--- src/rtl/ring_arb_pkg.sv ---
// ring_arb_pkg
// Shared definitions for the ring token arbiter slice.
//   state_t      : arbiter FSM states (IDLE, BUSY)
//   N_DEF        : default number of requesters
//   HOLD_MAX_DEF : default maximum BUSY cycles per grant (only meaningful when
//                  the design is built with RING_ARB_TIMEOUT_EN defined)
//   onehot2idx   : converts a one-hot vector (up to 32 bits) into its bit index
package ring_arb_pkg;

    typedef enum logic {
        IDLE = 1'b0,
        BUSY = 1'b1
    } state_t;

    localparam int N_DEF        = 8;
    localparam int HOLD_MAX_DEF = 16;

    // OR-ing the indices of all set bits yields the exact index for a
    // one-hot input without needing a priority chain.
    function automatic int onehot2idx(input logic [31:0] oh);
        int idx;
        idx = 0;
        for (int i = 0; i < 32; i++) begin
            if (oh[i]) begin
                idx = idx | i;
            end
        end
        return idx;
    endfunction

endpackage

--- src/rtl/ring_token_arbiter_rr_pick.sv ---
// rr_pick
// Combinational rotating-priority finder. Scans req_i upward starting at the
// bit marked by the one-hot token_i (inclusive), wrapping from N-1 to 0, and
// reports the first set request.
//   req_i     [N-1:0]        : level requests
//   token_i   [N-1:0]        : one-hot priority pointer (N <= 32)
//   win_oh_o  [N-1:0]        : one-hot winner, zero when no request
//   win_idx_o [$clog2(N)-1:0]: winner index, zero when no request
//   any_o                    : at least one request present
module rr_pick
    import ring_arb_pkg::*;
#(
    parameter int N = N_DEF
) (
    input  logic [N-1:0]         req_i,
    input  logic [N-1:0]         token_i,
    output logic [N-1:0]         win_oh_o,
    output logic [$clog2(N)-1:0] win_idx_o,
    output logic                 any_o
);

    localparam int IW = $clog2(N);

    int          tokIdx;
    logic [IW-1:0] pos;
    logic        found;

    always_comb begin
        win_oh_o  = '0;
        win_idx_o = '0;
        found     = 1'b0;
        pos       = '0;
        tokIdx    = onehot2idx(32'(token_i));
        for (int k = 0; k < N; k++) begin
            pos = IW'((tokIdx + k) % N);
            if (!found && req_i[pos]) begin
                found         = 1'b1;
                win_oh_o[pos] = 1'b1;
                win_idx_o     = pos;
            end
        end
        any_o = |req_i;
    end

endmodule

--- src/rtl/ring_token_arbiter.sv ---
// ring_token_arbiter
// Round-robin arbiter with a one-hot ring token as the rotating priority
// pointer. One registered one-hot grant at a time; the token free-runs while
// idle and jumps just past the owner on release, so nobody starves.
// Optional feature macro: RING_ARB_TIMEOUT_EN -- when defined, a hold counter
// forces release after HOLD_MAX BUSY cycles and pulses timeout_o.
//   clk_i         : rising-edge clock
//   rst_ni        : asynchronous active-low reset
//   req_i         [N-1:0] : level requests, held for the whole transaction
//   grant_o       [N-1:0] : registered one-hot grant, or zero
//   grant_valid_o         : |grant_o
//   owner_o       [$clog2(N)-1:0] : index of the granted requester (sticky)
//   token_o       [N-1:0] : current one-hot priority pointer
//   timeout_o             : one-cycle pulse on forced release
module ring_token_arbiter
    import ring_arb_pkg::*;
#(
    parameter int N        = N_DEF,
    parameter int HOLD_MAX = HOLD_MAX_DEF
) (
    input  logic                 clk_i,
    input  logic                 rst_ni,
    input  logic [N-1:0]         req_i,
    output logic [N-1:0]         grant_o,
    output logic                 grant_valid_o,
    output logic [$clog2(N)-1:0] owner_o,
    output logic [N-1:0]         token_o,
    output logic                 timeout_o
);

    localparam int IW = $clog2(N);

    if (N < 2) begin : gBadN
        $error("ring_token_arbiter needs N >= 2");
    end
    if (HOLD_MAX < 1) begin : gBadHold
        $error("ring_token_arbiter needs HOLD_MAX >= 1");
    end

    state_t        state_q;
    logic [N-1:0]  token_q;
    logic [N-1:0]  grant_q;
    logic [IW-1:0] owner_q;

    logic [N-1:0]  pickOh;
    logic [IW-1:0] pickIdx;
    logic          pickAny;
    logic          ownerReq;
    logic          forcedRel;
    logic          releaseD;

    rr_pick #(.N(N)) uPick (
        .req_i     (req_i),
        .token_i   (token_q),
        .win_oh_o  (pickOh),
        .win_idx_o (pickIdx),
        .any_o     (pickAny)
    );

    assign ownerReq = req_i[owner_q];

`ifdef RING_ARB_TIMEOUT_EN
    localparam int HW = $clog2(HOLD_MAX + 1);
    logic [HW-1:0] hold_q;
    logic          timeout_q;

    // hold_q counts completed BUSY cycles minus one, so reaching HOLD_MAX-1
    // on an edge means the grant has been visible for HOLD_MAX cycles.
    assign forcedRel = (hold_q == HW'(HOLD_MAX - 1));
    assign timeout_o = timeout_q;
`else
    assign forcedRel = 1'b0;
    assign timeout_o = 1'b0;
`endif

    assign releaseD = !ownerReq || forcedRel;

    // FSM, token ring, grant/owner registers and optional hold counter.
    always_ff @(posedge clk_i or negedge rst_ni) begin
        if (!rst_ni) begin
            state_q   <= IDLE;
            token_q   <= N'(1);
            grant_q   <= '0;
            owner_q   <= '0;
`ifdef RING_ARB_TIMEOUT_EN
            hold_q    <= '0;
            timeout_q <= 1'b0;
`endif
        end else begin
`ifdef RING_ARB_TIMEOUT_EN
            timeout_q <= 1'b0;
`endif
            case (state_q)
                IDLE: begin
                    if (pickAny) begin
                        grant_q <= pickOh;
                        owner_q <= pickIdx;
                        state_q <= BUSY;
`ifdef RING_ARB_TIMEOUT_EN
                        hold_q  <= '0;
`endif
                    end else begin
                        token_q <= {token_q[N-2:0], token_q[N-1]};
                    end
                end
                BUSY: begin
                    if (releaseD) begin
                        // grant_q is the owner's one-hot; rotate it to move
                        // priority just past the releasing owner.
                        grant_q   <= '0;
                        token_q   <= {grant_q[N-2:0], grant_q[N-1]};
                        state_q   <= IDLE;
`ifdef RING_ARB_TIMEOUT_EN
                        timeout_q <= ownerReq;
`endif
                    end else begin
`ifdef RING_ARB_TIMEOUT_EN
                        hold_q    <= hold_q + 1'b1;
`endif
                    end
                end
                default: state_q <= IDLE;
            endcase
        end
    end

    assign grant_o       = grant_q;
    assign grant_valid_o = |grant_q;
    assign owner_o       = owner_q;
    assign token_o       = token_q;

endmodule
--- config.mk ---
export PLATFORM = sky130hd
export DESIGN_NAME = ring_token_arbiter
export DESIGN_NICKNAME = d
export VERILOG_FILES = /design/src/rtl/ring_arb_pkg.sv /design/src/rtl/ring_token_arbiter_rr_pick.sv /design/src/rtl/ring_token_arbiter.sv
export SDC_FILE = /design/constraint.sdc
export NUM_CORES = 1
export LEC_CHECK = 0
export ABC_AREA = 0
export CAP_MARGIN = 15
export CORE_MARGIN = 5
export CORE_UTILIZATION = 25
export DETAILED_ROUTE_END_ITERATION = 8
export DONT_BUFFER_PORTS = 1
export GPL_TIMING_DRIVEN = 0
export PLACE_DENSITY = 0.45
export SLEW_MARGIN = 20
export SYNTH_ARGS = -nofsm -noshare
export SYNTH_HDL_FRONTEND = slang
export SYNTH_HIERARCHICAL = 1
export SYNTH_SLANG_ARGS = --single-unit
--- constraint.sdc ---
create_clock -name clk_i -period 4.77 [get_ports clk_i]
set_clock_uncertainty 0.1 [all_clocks]
set_input_delay 0.477 -clock clk_i [delete_from_list [all_inputs] [get_ports clk_i]]
set_output_delay 0.477 -clock clk_i [all_outputs]
set_load 0.02 [all_outputs]
Yosys cells after proc, flatten, opt, wreduce, memory -nomap -nowiden
Cells that the tools add are included.
{ "classes": {"addsub": 7, "magnitude_cmp": 17, "n_eq_ne": 3, "muxes": 73, "bitwise_logic": 8, "reduce_logical": 27} }
{ "ops": {"columns": ["cell", "n"], "rows": [
  ["$mux W8", 12],
  ["$or A8 B8 Y8", 7],
  ["$lt A3 B4 Y1 const B", 9],
  ["$mux W3", 12],
  ["$pmux W8 S2", 2],
  ["$bmux W1 S3", 9],
  ["$mux W1", 27],
  ["$demux W1 S3", 8],
  ["$ge A3 B1 Y1 const B", 8],
  ["$reduce_or A8 Y1", 2],
  ["$logic_and A1 B1 Y1", 15],
  ["$add A3 B3 Y3 const B", 4],
  ["$logic_not A1 Y1", 7],
  ["$add A3 B2 Y3 const B", 2],
  ["$ne A2 B2 Y1 const B", 3],
  ["$reduce_and A2 Y1", 3],
  ["$mux W2", 2],
  ["$add A3 B1 Y3 const B", 1],
  ["$pmux W1 S2", 1],
  ["$not A1 Y1", 1]
]} }
{ "word_totals": {"register_bits": 20, "in_bits": 10, "output_inout_bits": 21, "word_cells": 139} }

Longest topological paths before layout
Gate-level depths: netlist (run 1).
{ "depth": {"depth_word": 33, "ltp_mapped": 16} }

Modules after synthesis
The synthesis (run 1) kept the hierarchy.
{ "by_module_without_submodules": {"columns": ["module", "instances", "cells_each", "area_per_inst_um2"], "rows": [
  ["rr_pick", 1, 201, 1433.9],
  ["ring_token_arbiter", 1, 91, 994.7]
]} }

Least setup slack after synthesis (run 1)
No wires, ideal clock.
{ "synth_path": {"kind": "register to register", "start": "register token_q[1] (netlist: token_o[1])", "end": "register grant_q[5] (netlist: grant_o[5])", "setup_ps": 139, "arrival_ps": 3829, "t_required_ps": 4531, "setup_slack_ps": 702, "path_stages_with_launch": 16, "period_less_slack_ps": 4068, "path_cell_list": "dfrtp_1 buf_6 nor4_4 inv_2 buf_1 ha_1 xnor2_2 mux4_2 o311a_1 and4_1 buf_4 a221o_1 o22ai_1 o21ai_1 mux2i_1 o22ai_1"} }
{ "synth_between": {"elab_chain_len": 33, "elab_cells_between_ends": 108, "classes_between": "add/sub (7); order compare (16); mux (56); bitwise (7); reduce/logical (22)"} }
{ "synth_lines": {"columns": ["item", "line_no", "source"], "rows": [
  ["from (decl)", "ring_token_arbiter.sv:41", "logic [N-1:0] token_q;"],
  ["from (signal assigned)", "ring_token_arbiter.sv:103", "token_q <= {token_q[N-2:0], token_q[N-1]};"],
  ["from (signal assigned)", "ring_token_arbiter.sv:111", "token_q <= {grant_q[N-2:0], grant_q[N-1]};"],
  ["$mux W1 *", "ring_arb_pkg.sv:24", "if (oh[i]) begin"],
  ["$mux W2 * (2 in a row)", "ring_arb_pkg.sv:24", null],
  ["$mux W3 * (4 in a row)", "ring_arb_pkg.sv:24", null],
  ["branches (longest 23 deep; another with $lt A3 B4 Y1)", null, null],
  ["$mux W8 *", "ring_token_arbiter_rr_pick.sv:36", "if (!found && req_i[pos]) begin"],
  ["net pickOh[5]", "ring_token_arbiter.sv:45", "logic [N-1:0] pickOh;"],
  ["$mux W8 *", "ring_token_arbiter.sv:95", "if (pickAny) begin"],
  ["$pmux W8 S2 *", "ring_token_arbiter.sv:93", "case (state_q)"],
  ["to (signal assigned)", "ring_token_arbiter.sv:96", "grant_q <= pickOh;"],
  ["to (decl)", "ring_token_arbiter.sv:42", "logic [N-1:0] grant_q;"]
]} }
Mark *: on every way through the listed nets, which the timed path passes. The select of a mux whose other input is x is not followed.
A chain may end at the register's enable or synchronous reset.

Final worst setup path (run 1)
{ "layout_path": {"start": "register token_q[5] (netlist: token_o[5])", "end": "register owner_q[0] (netlist: owner_o[0])"} }
{ "layout_between": {"elab_chain_len": 27, "elab_cells_between_ends": 55, "classes_between": "add/sub (7); mux (34); reduce/logical (14)"} }
{ "layout_lines": {"columns": ["item", "line_no", "source"], "rows": [
  ["$mux W3 * (3 in a row)", "ring_arb_pkg.sv:24", null],
  ["branches (longest 23 deep; another with $add A3 B2 Y3)", null, null],
  ["$mux W3 *", "ring_token_arbiter_rr_pick.sv:36", null],
  ["net pickIdx[0]", "ring_token_arbiter.sv:46", "logic [IW-1:0] pickIdx;"],
  ["to (signal assigned)", "ring_token_arbiter.sv:97", "owner_q <= pickIdx;"],
  ["to (decl)", "ring_token_arbiter.sv:43", "logic [IW-1:0] owner_q;"]
]} }
Marks and branches as above.

==> run_summary.xml, run 1 <==
<?xml version="1.0" encoding="UTF-8"?>
<metrics>
  <group name="critical_path">
    <metric name="critical-path-max-stage-delay" unit="ps">590</metric>
    <metric name="cp_slowest_cell" unit="">or4_4</metric>
    <metric name="worst_setup_path_start_kind" unit="">register</metric>
    <metric name="worstPathRequired" unit="ps">4870</metric>
    <metric name="worst_setup_path_end_kind" unit="">register</metric>
    <metric name="crit_chain" unit="">buf_2 &gt; or4_4 &gt; clkbuf_1 &gt; ha_1 &gt; inv_1 &gt; o31ai_1 &gt; o32a_1 &gt; nand4_1 &gt; or3b_1 &gt; nor2_1 &gt; nor3_1 &gt; a21oi_1 &gt; mux2_2</metric>
    <metric name="path_max_fanout" unit="">11</metric>
    <metric name="crit_arrival" unit="ps">4540</metric>
    <metric name="timing_worst_setup_path_type" unit="">reg2reg</metric>
  </group>
  <group name="synth">
    <metric name="yosysSeqAreaShare" unit="">0.207</metric>
    <metric name="mapped_area" unit="µm²">2430</metric>
    <metric name="synthDistinctLibCells" unit="">68</metric>
    <metric name="netlist_instances" unit="">292</metric>
    <metric name="ys.flop_type" unit="">dfrtp_1</metric>
    <metric name="post_synthesis_sequential_element_count" unit="">20</metric>
    <metric name="synth-async-reset-ratio" unit="">1.00</metric>
    <metric name="syn-mean-instance-area" unit="µm²">8.32</metric>
    <metric name="synth_nets" unit="">308</metric>
    <metric name="post_synth_edffs" unit="">0</metric>
    <metric name="ys_warn_count" unit="">6</metric>
  </group>
  <group name="clocking">
    <metric name="cts_max_path_buffers" unit="">2</metric>
    <metric name="clock_tree.root_cell" unit="">clkbuf_8</metric>
    <metric name="cts_inserted_buffers" unit="">3</metric>
    <metric name="clock_latency" unit="ps">260</metric>
    <metric name="cts_clock_pin_slew_for_the_worst_setup_and_hold_paths" unit="ps">80</metric>
    <metric name="max_h_tree_level" unit="">1</metric>
    <metric name="cts.sinks" unit="">20</metric>
    <metric name="tritoncts_clock_tree" unit="">yes</metric>
  </group>
  <group name="sta">
    <metric name="hold_viol_final" unit="">0</metric>
    <metric name="tightest_slew" unit="ps">920</metric>
    <metric name="final.setup.tns" unit="ps">0</metric>
    <metric name="finalSetupViolations" unit="">0</metric>
    <metric name="rsz_0062_raised_after_global_routing" unit="">false</metric>
    <metric name="slew_violations" unit="">0</metric>
    <metric name="final_period_minus_worst_setup_slack" unit="ps">4440</metric>
    <metric name="finalCritPeriodShare" unit="">0.930</metric>
    <metric name="maxClockFrequency" unit="GHz">0.225</metric>
    <metric name="final_critical_path_setup_slack" unit="ps">332</metric>
    <metric name="normalized_max_slew_margin" unit="">0.385</metric>
  </group>
  <group name="cells_and_area">
    <metric name="seqCellArea" unit="µm²">502</metric>
    <metric name="syn2layout_area_growth" unit="%">12.7</metric>
    <metric name="layoutNonFillerInstCount" unit="">434</metric>
    <metric name="commonest_non_fill_non_tap_cells_in_the_layout" unit="">nand2_1 (29), dfrtp_1 (19), nor2_1 (18)</metric>
    <metric name="fraction_of_layout_cells_with_a_size_suffix_above_1" unit="">0.159</metric>
    <metric name="antenna_cells_inserted" unit="">0</metric>
    <metric name="multiInputGateArea" unit="µm²">1830</metric>
    <metric name="nFillCells" unit="">1080</metric>
    <metric name="final_common_cell" unit="">nand2_1</metric>
    <metric name="layout.nets" unit="">318</metric>
    <metric name="fin_area" unit="µm²">2740</metric>
  </group>
  <group name="drt">
    <metric name="route.antenna.remaining_nets" unit="">0</metric>
    <metric name="route.detailed.vias_per_inst" unit="">5.81</metric>
    <metric name="routed-via-count" unit="">2521</metric>
    <metric name="drc" unit="">0</metric>
    <metric name="avgRoutedWirePerCell" unit="µm">19.4</metric>
    <metric name="initialDrtViolationCount" unit="">235</metric>
    <metric name="route.final.wire_length" unit="µm">8440</metric>
    <metric name="detailedRoute.firstPassIterationCount" unit="">5</metric>
  </group>
  <group name="floorplanning">
    <metric name="coreArea" unit="µm²">9640</metric>
    <metric name="boundaryPins" unit="">31</metric>
    <metric name="floorplan.die.height" unit="µm">109</metric>
    <metric name="initial_core_util" unit="">0.252</metric>
    <metric name="area_of_the_die" unit="µm²">11800</metric>
    <metric name="dieWidth" unit="µm">109</metric>
    <metric name="rows" unit="">36</metric>
  </group>
  <group name="min_path">
    <metric name="hold_path_class" unit="">reg2reg</metric>
  </group>
  <group name="global_routing">
    <metric name="global_route_wire_length_before_repair" unit="µm">13400</metric>
    <metric name="grt_pass1_vias" unit="">2419</metric>
    <metric name="grt-ovfl-total" unit="">0</metric>
    <metric name="grt_start_max_net_pins" unit="">21</metric>
    <metric name="grt_antenna_before_repair" unit="">1</metric>
    <metric name="grt_usage" unit="">0.145</metric>
  </group>
  <group name="placement">
    <metric name="dp_worst_setup_slack" unit="ps">10.7</metric>
    <metric name="portBuffers" unit="">0</metric>
    <metric name="post-dp-hpwl" unit="µm">6560</metric>
    <metric name="finalWeightedCongestion" unit="">0.864</metric>
    <metric name="placedCellCount" unit="">425</metric>
    <metric name="post_dp_cell_area" unit="µm²">2590</metric>
  </group>
  <group name="status">
    <metric name="run_status" unit="">finished, final reports clean</metric>
  </group>
  <group name="job">
    <metric name="maxCapViolations" unit="">0</metric>
  </group>
</metrics>
Yosys cell counts (3+ instances only):
cell type / count / area [µm²]
a211oi_1: 7 / 52.6
buf_2: 6 / 30.0
xnor2_1: 3 / 26.3
a22oi_1: 9 / 67.6
nor2_1: 18 / 67.6
nor4_1: 6 / 37.5
nand3_1: 16 / 80.1
inv_1: 4 / 15.0
and2_1: 4 / 25.0
o31ai_1: 5 / 37.5
mux2i_1: 15 / 150
clkbuf_1: 8 / 30.0
o21ai_0: 15 / 75.1
ha_1: 6 / 75.1
nor2b_1: 3 / 18.8
nand2_1: 29 / 109
o32ai_1: 4 / 35.0
o211ai_1: 12 / 90.1
mux2_2: 6 / 67.6
nor3_1: 10 / 50.1
a21oi_1: 11 / 55.1
mux4_2: 6 / 135
o22ai_1: 9 / 56.3
dfrtp_1: 19 / 475
a31oi_1: 3 / 18.8
o41a_1: 3 / 33.8
cell type report:
type	count	share of cell area
sequential	20	0.183
multi-input combinational	247	0.668
tap	133	0.0608
timing repair buffer	6	0.0174
clock buffer	3	0.0151
inverter	7	0.0119
clock inverter	1	0.0110
buffer	17	0.0320
repair_timing:
action                                 in CTS  in global routing
buffers inserted                            0                  5
setup endpoints to repair                   0                 10
resized for setup                           0                  5
hold buffers                                1                  0
endpoints found under the hold margin      20                  0
flip-flops by register name (all words and copies together) (netlist names):
name	flops
token_o	8
owner_o	3
grant_o	8
state_q	1
per-stage QoR:
step,utilization,hold WS (ps)
after floorplan,-,81.4
after global placement,0.269,82.0
after detailed placement,0.269,82.0
after CTS,0.278,446
after global routing,0.284,460
final,0.284,439
worst paths after layout:
check                           start         end  slack [ps]  cells after the start
setup / recovery           token_o[5]  owner_o[0]         330                     13
hold / removal             token_o[0]  token_o[0]         440                      2
setup reg to reg           token_o[5]  owner_o[0]         330                     13
hold reg to reg            token_o[0]  token_o[0]         440                      2
max in group asynchronous      rst_ni  token_o[3]        3310                      1
min in group asynchronous      rst_ni     state_q         690                      1
layer usage:
metal / share of wire / track usage / vias up / wire [µm]
met3: 0.065 / 0.0257 / 16 / 545
li1: - / - / 1178 / -
met4: 0.014 / 0.0370 / 2 / 122
met1: 0.43 / 0.189 / 1234 / 3640
met5: 0.0015 / 0 / - / 13
met2: 0.49 / 0.247 / 91 / 4120
critical path: cells and delay by family, from the launching register on:
kind,cells,cell delay [ps]
and+or+nand+nor,5,1730
AOI/OAI and AO/OA,3,780
adders and majority gates,1,430
muxes,1,220
DFF,1,500
buffers and inverters,3,620
kinds of logic after synthesis:
| logic type | after synthesis | synth area share |
|---|---|---|
| AO/OA/AOI/OAI | 101 | 0.301 |
| adder cells (fa/ha/maj) | 6 | 0.0309 |
| flip-flops | 20 | 0.207 |
| other | 1 | 0.00154 |
| buffers and inverters | 25 | 0.0505 |
| multiplexers | 29 | 0.156 |
| AND/OR/NAND/NOR | 104 | 0.226 |
| XOR/XNOR | 6 | 0.0278 |
Power of run 1 is not shown: default switching activity piles up to over one toggle a cycle in this logic, so the estimate is an artifact.
==> run 2, diff against run 1 <==
Settings changed: CORE_MARGIN 5 to not set, CORE_UTILIZATION 25 to 65, HOLD_SLACK_MARGIN set to 0.15, PLACE_DENSITY 0.45 to 0.88.
==> run_summary.xml, run 2 (synthesis gave the netlist of run 1 again) <==
<?xml version="1.0" encoding="UTF-8"?>
<metrics>
  <group name="status">
    <metric name="run_status" unit="">finished, final reports clean</metric>
  </group>
  <group name="critical_path">
    <metric name="critPathTopFamily" unit="">compound AO/OA/AOI/OAI gates</metric>
    <metric name="worst_setup_path_start_kind" unit="">register</metric>
    <metric name="worst_setup_path_end_kind" unit="">register</metric>
    <metric name="stages_on_worst_setup_path" unit="">14</metric>
    <metric name="worst_path_most_repeated_cell" unit="">o21ai_0</metric>
    <metric name="crit_arrival" unit="ps">4600</metric>
    <metric name="crit_chain" unit="">buf_2 &gt; nor4_4 &gt; inv_2 &gt; ha_1 &gt; inv_1 &gt; xnor2_2 &gt; mux4_2 &gt; nand4_1 &gt; nor3_2 &gt; a211o_1 &gt; o21ai_0 &gt; o2111ai_1 &gt; a22oi_1 &gt; o21ai_0</metric>
    <metric name="cp_slowest_cell" unit="">mux4_2</metric>
    <metric name="critical-path-max-stage-delay" unit="ps">640</metric>
    <metric name="timing_worst_setup_path_type" unit="">reg2reg</metric>
    <metric name="reg2reg_path_depth" unit="">14</metric>
    <metric name="crit_path_start" unit="">token_o[5]</metric>
    <metric name="worst-path-buf-inv" unit="">3</metric>
    <metric name="worstPathRequired" unit="ps">4790</metric>
    <metric name="critical_path.reg2reg.startpoint" unit="">token_o[5]</metric>
    <metric name="path_max_fanout" unit="">15</metric>
    <metric name="r2r_setup_slack" unit="ps">190</metric>
  </group>
  <group name="clocking">
    <metric name="cts.sinks" unit="">20</metric>
    <metric name="max_h_tree_level" unit="">1</metric>
    <metric name="clock_latency" unit="ps">260</metric>
    <metric name="tritoncts_clock_tree" unit="">yes</metric>
    <metric name="clock_tree.root_cell" unit="">clkbuf_8</metric>
    <metric name="cts_inserted_buffers" unit="">3</metric>
    <metric name="cts_max_path_buffers" unit="">2</metric>
    <metric name="cts_clock_pin_slew_for_the_worst_setup_and_hold_paths" unit="ps">80</metric>
  </group>
  <group name="cells_and_area">
    <metric name="syn2layout_area_growth" unit="%">5.10</metric>
    <metric name="nFillCells" unit="">276</metric>
    <metric name="final_common_cell" unit="">nand2_1</metric>
    <metric name="fin_area" unit="µm²">2550</metric>
    <metric name="post-route-util" unit="">0.736</metric>
    <metric name="antenna_cells_inserted" unit="">0</metric>
    <metric name="commonest_non_fill_non_tap_cells_in_the_layout" unit="">nand2_1 (29), dfrtp_1 (19), nor2_1 (18)</metric>
    <metric name="fraction_of_layout_cells_with_a_size_suffix_above_1" unit="">0.146</metric>
    <metric name="layout.nets" unit="">312</metric>
  </group>
  <group name="global_routing">
    <metric name="grt_pass1_vias" unit="">2382</metric>
    <metric name="grt-ovfl-total" unit="">0</metric>
    <metric name="global_route_wire_length_before_repair" unit="µm">12000</metric>
    <metric name="grt_start_max_net_pins" unit="">21</metric>
    <metric name="grt_antenna_before_repair" unit="">0</metric>
    <metric name="grt_usage" unit="">0.387</metric>
  </group>
  <group name="drt">
    <metric name="detailedRoute.firstPassIterationCount" unit="">5</metric>
    <metric name="route.final.wire_length" unit="µm">7440</metric>
    <metric name="routed-via-count" unit="">2632</metric>
    <metric name="drc" unit="">0</metric>
    <metric name="initialDrtViolationCount" unit="">368</metric>
    <metric name="avgRoutedWirePerCell" unit="µm">21.8</metric>
    <metric name="route.detailed.vias_per_inst" unit="">7.72</metric>
    <metric name="route.antenna.remaining_nets" unit="">0</metric>
  </group>
  <group name="sta">
    <metric name="finalSetupViolations" unit="">0</metric>
    <metric name="normalized_max_slew_margin" unit="">0.392</metric>
    <metric name="finalCritPeriodShare" unit="">0.960</metric>
    <metric name="final_critical_path_setup_slack" unit="ps">189</metric>
    <metric name="tightest_slew" unit="ps">903</metric>
    <metric name="final_period_minus_worst_setup_slack" unit="ps">4580</metric>
    <metric name="hold_viol_final" unit="">0</metric>
    <metric name="final.setup.tns" unit="ps">0</metric>
    <metric name="maxClockFrequency" unit="GHz">0.218</metric>
    <metric name="slew_violations" unit="">0</metric>
  </group>
  <group name="floorplanning">
    <metric name="area_of_the_die" unit="µm²">3980</metric>
    <metric name="initial_core_util" unit="">0.700</metric>
    <metric name="coreArea" unit="µm²">3470</metric>
    <metric name="floorplan.die.height" unit="µm">63.1</metric>
    <metric name="rows" unit="">21</metric>
    <metric name="dieWidth" unit="µm">63.1</metric>
    <metric name="boundaryPins" unit="">31</metric>
  </group>
  <group name="min_path">
    <metric name="hold_path_class" unit="">reg2reg</metric>
    <metric name="hold_path.startpoint" unit="">token_o[0]</metric>
    <metric name="worst_hold_path.num_cells" unit="">2</metric>
  </group>
  <group name="placement">
    <metric name="finalWeightedCongestion" unit="">0.992</metric>
    <metric name="portBuffers" unit="">0</metric>
    <metric name="dp_worst_setup_slack" unit="ps">57.9</metric>
    <metric name="post_dp_cell_area" unit="µm²">2490</metric>
    <metric name="post-dp-hpwl" unit="µm">5610</metric>
  </group>
  <group name="job">
    <metric name="maxCapViolations" unit="">0</metric>
  </group>
</metrics>
-- run 2: cell types whose count changed in the layout (fill, tap and decap cells not counted) --
cell and delta:
bufinv_16 -1, buf_4 -5, nor3_4 -1, xnor2_2 +1, clkbuf_8 +1, nor3_2 +1, clkbuf_1 -1, xnor2_4 -1
-- run 2: worst paths after layout --
path | endpoint
max | grant_o[0]
min in group asynchronous | grant_o[0]
min reg2reg | token_o[0]
max reg2reg | grant_o[0]
max in group asynchronous | state_q
min | token_o[0]
-- run 2: per-layer routing --
metal | global-route usage | vias to the layer above | share of wire
met5 | 0 | - | 0
met4 | 0.0552 | 0 | 0.011
met3 | 0.120 | 15 | 0.14
met2 | 0.589 | 209 | 0.43
met1 | 0.549 | 1241 | 0.42
li1 | - | 1167 | -
-- run 2: cell type report --
type                    count  area, µm²  share of cell area
flip-flops and latches     20        502               0.197
inverters                   7       32.5              0.0127
repair buffers              1       10.0             0.00392
well taps                  46       57.6              0.0225
plain buffers              16       83.8              0.0328
multi-input cells         247       1810               0.710
clock buffers               4       55.1              0.0216
-- run 2: what timing repair did --
item | CTS | global route
endpoints found under the hold margin | 20 | 0
setup endpoints to repair | 0 | 10
hold buffers | 1 | 0
gates resized for setup | 0 | 3
buffers inserted | 0 | 0
-- run 2: through the flow --
| stage | hold slack [ps] | cells |
|---|---|---|
| 4_1_cts | 424 | 343 |
| 2_1_floorplan | 81.4 | 292 |
| 5_1_grt | 462 | 341 |
| 6_report | 420 | 341 |
| 3_3_place_gp | 81.8 | 338 |
| 3_5_place_dp | 81.8 | 338 |
-- run 2: worst min-delay path, cell delays in order, from the launching register on --
cell,delay (ps)
dfstp_2,410
inv_1,60
a21oi_1,50
Power of run 2 is left out for the same reason.
==> patch 1 (settings of run 2) <==
Reset style: synchronous (`rst_ni`), changed in one clocked block. Comments in the files are not updated.
--- a/src/rtl/ring_token_arbiter.sv
+++ b/src/rtl/ring_token_arbiter.sv
@@ -77,5 +77,5 @@
 
     // FSM, token ring, grant/owner registers and optional hold counter.
-    always_ff @(posedge clk_i or negedge rst_ni) begin
+    always_ff @(posedge clk_i) begin
         if (!rst_ni) begin
             state_q   <= IDLE;
Formal check against the unedited RTL: differs if rst_ni is asserted again (counterexample within 4 cycles, from zero or initial values and one cycle with rst_ni low); with rst_ni held inactive, the same outputs for 4 cycles.
==> patch 1 against run 2 <==
- sequential share of layout area fell by 3.9 points
- synthesized area fell by 0.41%
- cell count rose by 9.1%
- die area fell by 0.40%
- worst setup slack improved by 0.080 ns
- synthesized cell count rose by 10%
- routed wire length rose by 4.3%
- critical path type unchanged
- sequential cell count did not move
- cell area fell by 0.20%
- utilization rose by 0.42 points
==> patch 1: results (changes against run 2) <==
Cells and area
  • Inverters: 13 (+6)
  • Area occupied by registers: 400 µm² (-20%)
  • #MultiIn Comb: 268 (+8.5%)
  • Clock Buffer Count: 3 (-1)
  • Bufs w/o clock: 22 (+5)
  • Nets@finish: 344 (+10%)
  • Layout fillers: 274 (-0.72%)
  • Final instance area: 2550 µm² (-0.20%)
  • Ratio of cells with drive above 1 in the final layout: 13.2% (-1.4 points)
  • Multi-input combinational area share: 73.7% (+2.7 points)
  • Clock-cell share: 1.62% (-0.54 points)
  • Non-clock buffering overhead: 4.52% (+0.84 points)

Timing
  • Tightest hold margin: 0.423 ns (+0.00320 ns)
  • Fin crit share: 94.4% (-1.7 points)
  • Worst slew margin: 41.5% (+2.3 points)

Critical path
  • Worst path top cell family by delay: simple AND/OR/NAND/NOR gates
  • R2R Path Start: token_o[7]
  • Reg2reg setup slack: 0.27 ns (+0.08 ns)
  • CP startpoint: token_o[7]
  • CP max stage delay: 0.66 ns (+0.02 ns)
  • Crit path max fanout: 11 (-4)
  • Worst R2R Path Depth: 14 (unchanged)
  • Arr. time, crit path: 4.57 ns (-0.03 ns)
  • Crit Reg-Reg Endpoint: grant_o[7]

Power
  • Maximum VDD drop: 0.601 mV

Placed design
  • Setup WS pre-CTS: -0.0718 ns (-0.130 ns)
  • Routability cong.: 1.01 (+1.9%)
  • HPWL Detailed: 5.83 mm (+4.0%)

Detailed routing
  • DR iter-0 viols: 460 (+25%)
  • Drt pass-1 iters: 8 (+3)
  • DR WL/cell: 20.9 µm (-4.4%)
  • Via density: 7.51 (-2.7%)
  • Vias post-DR: 2,795 (+6.2%)

CTS
  • Clk buf depth: 2 (unchanged)
  • H-tree depth: 1 (unchanged)

Global route
  • First-pass GRT wire length: 12.6 mm (+4.8%)
  • Largest net degree at the start of global routing: 12 (-43%)
  • Total GRT Usage: 39.7% (+1.0 points)
  • Vias in the first global route: 2,463 (+3.4%)

Worst hold path
  • Hold Path Sink: token_o[0]
  • Min-delay src: rst_ni
  • Hold depth: 3 (+1)
  • Min-Delay Path Class: in -> reg

Synthesis
  • Synth async-reset ratio: 0% (-100 points)
  • Sequential fraction of the synthesis area: 16.6% (-4.1 points)
  • Top post-synthesis cells by count: nand2_1, a211oi_1, a21oi_1
  • Yosys reg bits: 20 (unchanged)
  • Number of distinct library cells after synthesis: 70 (+2.9%)
  • Mean Syn Cell Area: 7.51 µm² (-9.7%)
  • Largest cells by area after synthesis: dfxtp_1, a211oi_1, a21oi_1, nand2_1, mux4_2

Run status
  • Status: finished, final reports clean
==> patch 1: cell types whose count changed in the layout (fill, tap and decap cells not counted), sizes merged, moves of 8 or more <==
cell    change
a211oi     +22
dfxtp      +20
dfrtp      -19
a21oi      +17
a22oi       -8
nand2       +8
==> patch 1: timing repair <==
action,CTS,global route
endpoints found under the hold margin,0,0
setup buffers,0,2
endpoints found under the setup margin,5,8
pin swaps,0,1
gates cloned,0,0
gates resized for setup,1,4
==> patch 1: cell families after synthesis <==
kind of cell	count (synthesis)	synth area share (%)
adder cells (fa/ha/maj)	6	3.10
other	1	0.155
AND/OR/NAND/NOR	108	23.1
AO/OA/AOI/OAI	128	36.8
multiplexers	19	10.9
flip-flops	20	16.6
XOR/XNOR	6	2.79
buffers and inverters	34	6.52
==> patch 1: per-layer routing <==
layer | vias up | global-route usage [%] | share of wire, %
li1 | 1262 | - | -
met1 | 1252 | 58.1 | 40
met2 | 252 | 59.9 | 44
met3 | 29 | 8.39 | 14
met4 | 0 | 6.40 | 2.2
met5 | - | 0 | 0
==> patch 2 (settings of run 2) <==
Without the edit above. Build with the macro `RING_ARB_TIMEOUT_EN` defined.
--- a/src/rtl/ring_token_arbiter.sv
+++ b/src/rtl/ring_token_arbiter.sv
@@ -13,4 +13,6 @@
 //   token_o       [N-1:0] : current one-hot priority pointer
 //   timeout_o             : one-cycle pulse on forced release
+`define RING_ARB_TIMEOUT_EN
+
 module ring_token_arbiter
     import ring_arb_pkg::*;
Behaviour: no difference found for any inputs over 4 cycles, from zero or initial values and one cycle with rst_ni low; that may be too few to reach the edited logic, so the function may still have changed.
==> patch 2 against run 2 <==
- sequential cell count rose by 6
- first-iteration DRC count decreased by 19%
- worst setup slack better by 0.069 ns
- via count is 6.4% higher
- global-route usage shrank 0.87 points
- synthesized area is 18% higher
- cell area rose by 19%
- routed wire length rose by 10%
Power is not shown: default switching activity piles up to over one toggle a cycle in this logic, so the estimate is an artifact.
==> patch 2: results (changes against run 2) <==
Global route
  • Vias in the first global route: 2,542 (+6.7%)
  • Total GRT Usage: 37.8% (-0.87 points)
  • Met2 usage: 60.4% (+1.5 points)
  • First-pass GRT wire length: 12.9 mm (+8.1%)
  • Met1 track utilization from global routing: 52.9% (-2.0 points)
  • Grt met3 use: 5.83% (-6.1 points)
  • Initial antenna violation count: 0 (unchanged)
  • Largest net degree at the start of global routing: 27 (+29%)

Cells and area
  • Layout Utilization: 73.8% (+0.23 points)
  • Final Non-Filler Cells: 378 (+11%)
  • # diodes: 0 (unchanged)
  • Layout fillers: 330 (+20%)
  • Ratio of cells with drive above 1 in the final layout: 17.7% (+3.1 points)
  • Nets@finish: 347 (+11%)

Synthesis
  • Sequential fraction of the synthesis area: 22.8% (+2.1 points)
  • Synth async-reset ratio: 100% (unchanged)
  • Largest cells by area after synthesis: dfrtp_1, mux2i_1, mux2_2, ha_1, nand2_1
  • Number of distinct library cells after synthesis: 74 (+8.8%)
  • Mapped Nets: 340 (+10%)
  • Ys Warns: 6 (unchanged)
  • Mean Syn Cell Area: 8.88 µm² (+6.8%)
  • Top post-synthesis cells by count: dfrtp_1, nand2_1, nor2_1, mux2i_1, o21ai_0
  • Number of enable flip-flop cells after synthesis: 0 (unchanged)

Timing
  • Worst slew margin: 39.7% (+0.57 points)
  • Final setup vio count: 0 (unchanged)

Critical path
  • Arr. time, crit path: 4.61 ns (about the same)
  • CP max stage cell: mux4_2
  • CP max stage delay: 0.67 ns (+0.03 ns)
  • Crit path max fanout: 15 (unchanged)

Placed design
  • Routability cong.: 1.01 (+1.7%)
  • Post-Place Cells: 372 (+10%)
  • Setup WS pre-CTS: 0.0563 ns (-0.00167 ns)
  • # port buffers: 0 (unchanged)
  • HPWL Detailed: 6.20 mm (+11%)

Run status
  • Status: finished, final reports clean

Run
  • Max-Cap Viols: 0 (unchanged)

Detailed routing
  • Vias post-DR: 2,801 (+6.4%)
  • Metal2 WL: 3.85 mm (+21%)
  • M1 wire length: 3.48 mm (+12%)
  • DR WL/cell: 21.7 µm (-0.49%)
  • Top routing layer used: met4
  • Drt pass-1 iters: 6 (+1)
  • Routed wl met3: 708 µm (-33%)
  • DR iter-0 viols: 297 (-19%)

CTS
  • Clk slew on worst S/H paths: 0.10 ns (+0.02 ns)
  • H-tree depth: 1 (unchanged)
  • TritonCTS Buffers: 3 (unchanged)
  • Clk buf depth: 2 (unchanged)
  • Clock Latency Late Sink: 0.28 ns (+0.02 ns)
patch 2: changes by cell type in the layout (fill, tap and decap cells not counted), sizes merged, moves of 5 or more:
| cell | before | now |
|---|---|---|
| o2bb2ai | 0 | 8 |
| mux2i | 15 | 23 |
| a221o | 1 | 9 |
| o22ai | 9 | 4 |
| a22oi | 10 | 2 |
| o211ai | 12 | 5 |
| nand3 | 16 | 10 |
| nor2 | 18 | 26 |
| dfrtp | 19 | 25 |
patch 2: path summary, 6_finish.rpt:
path                       startpoint          to  slack, ns  cells after the start
min in group asynchronous      rst_ni  owner_o[2]       0.52                      2
setup reg to reg           token_o[5]  grant_o[5]       0.26                     14
hold / removal              hold_q[4]   hold_q[4]       0.47                      2
max in group asynchronous      rst_ni  token_o[0]       3.82                      2
setup / recovery           token_o[5]  grant_o[5]       0.26                     14
hold reg to reg             hold_q[4]   hold_q[4]       0.47                      2
patch 2: kinds of logic after synthesis:
group,count (synthesis),share of synthesized area [%]
buf+inv,26,4.64
xor+xnor,6,2.36
mux,39,16.3
fa+ha+maj,8,3.50
simple gates,114,21.3
compound gates,103,29.0
flops,26,22.8
patch 2: timing repair:
item	in CTS	in global routing
resized for setup	0	5
endpoints found under the setup margin	0	10
setup buffers	0	1
hold buffers	2	0
endpoints found under the hold margin	26	0
patch 2: final cells by class:
cell class | instances | area share [%]
multi-input cells | 270 | 68.6
flip-flops and latches | 26 | 21.5
plain buffers | 16 | 3.01
well taps | 50 | 2.06
clock buffers | 3 | 1.36
inverters | 9 | 1.32
repair buffers | 3 | 1.24
clock inverters | 1 | 0.988
patch 2: critical path, delay by kind of cell (launching register included):
kind	cells	cell delay (ns)
simple gates	3	0.81
compound gates	4	0.72
fa+ha+maj	1	0.30
mux	2	0.76
xor+xnor	1	0.44
buf+inv	3	0.75
flops	1	0.54
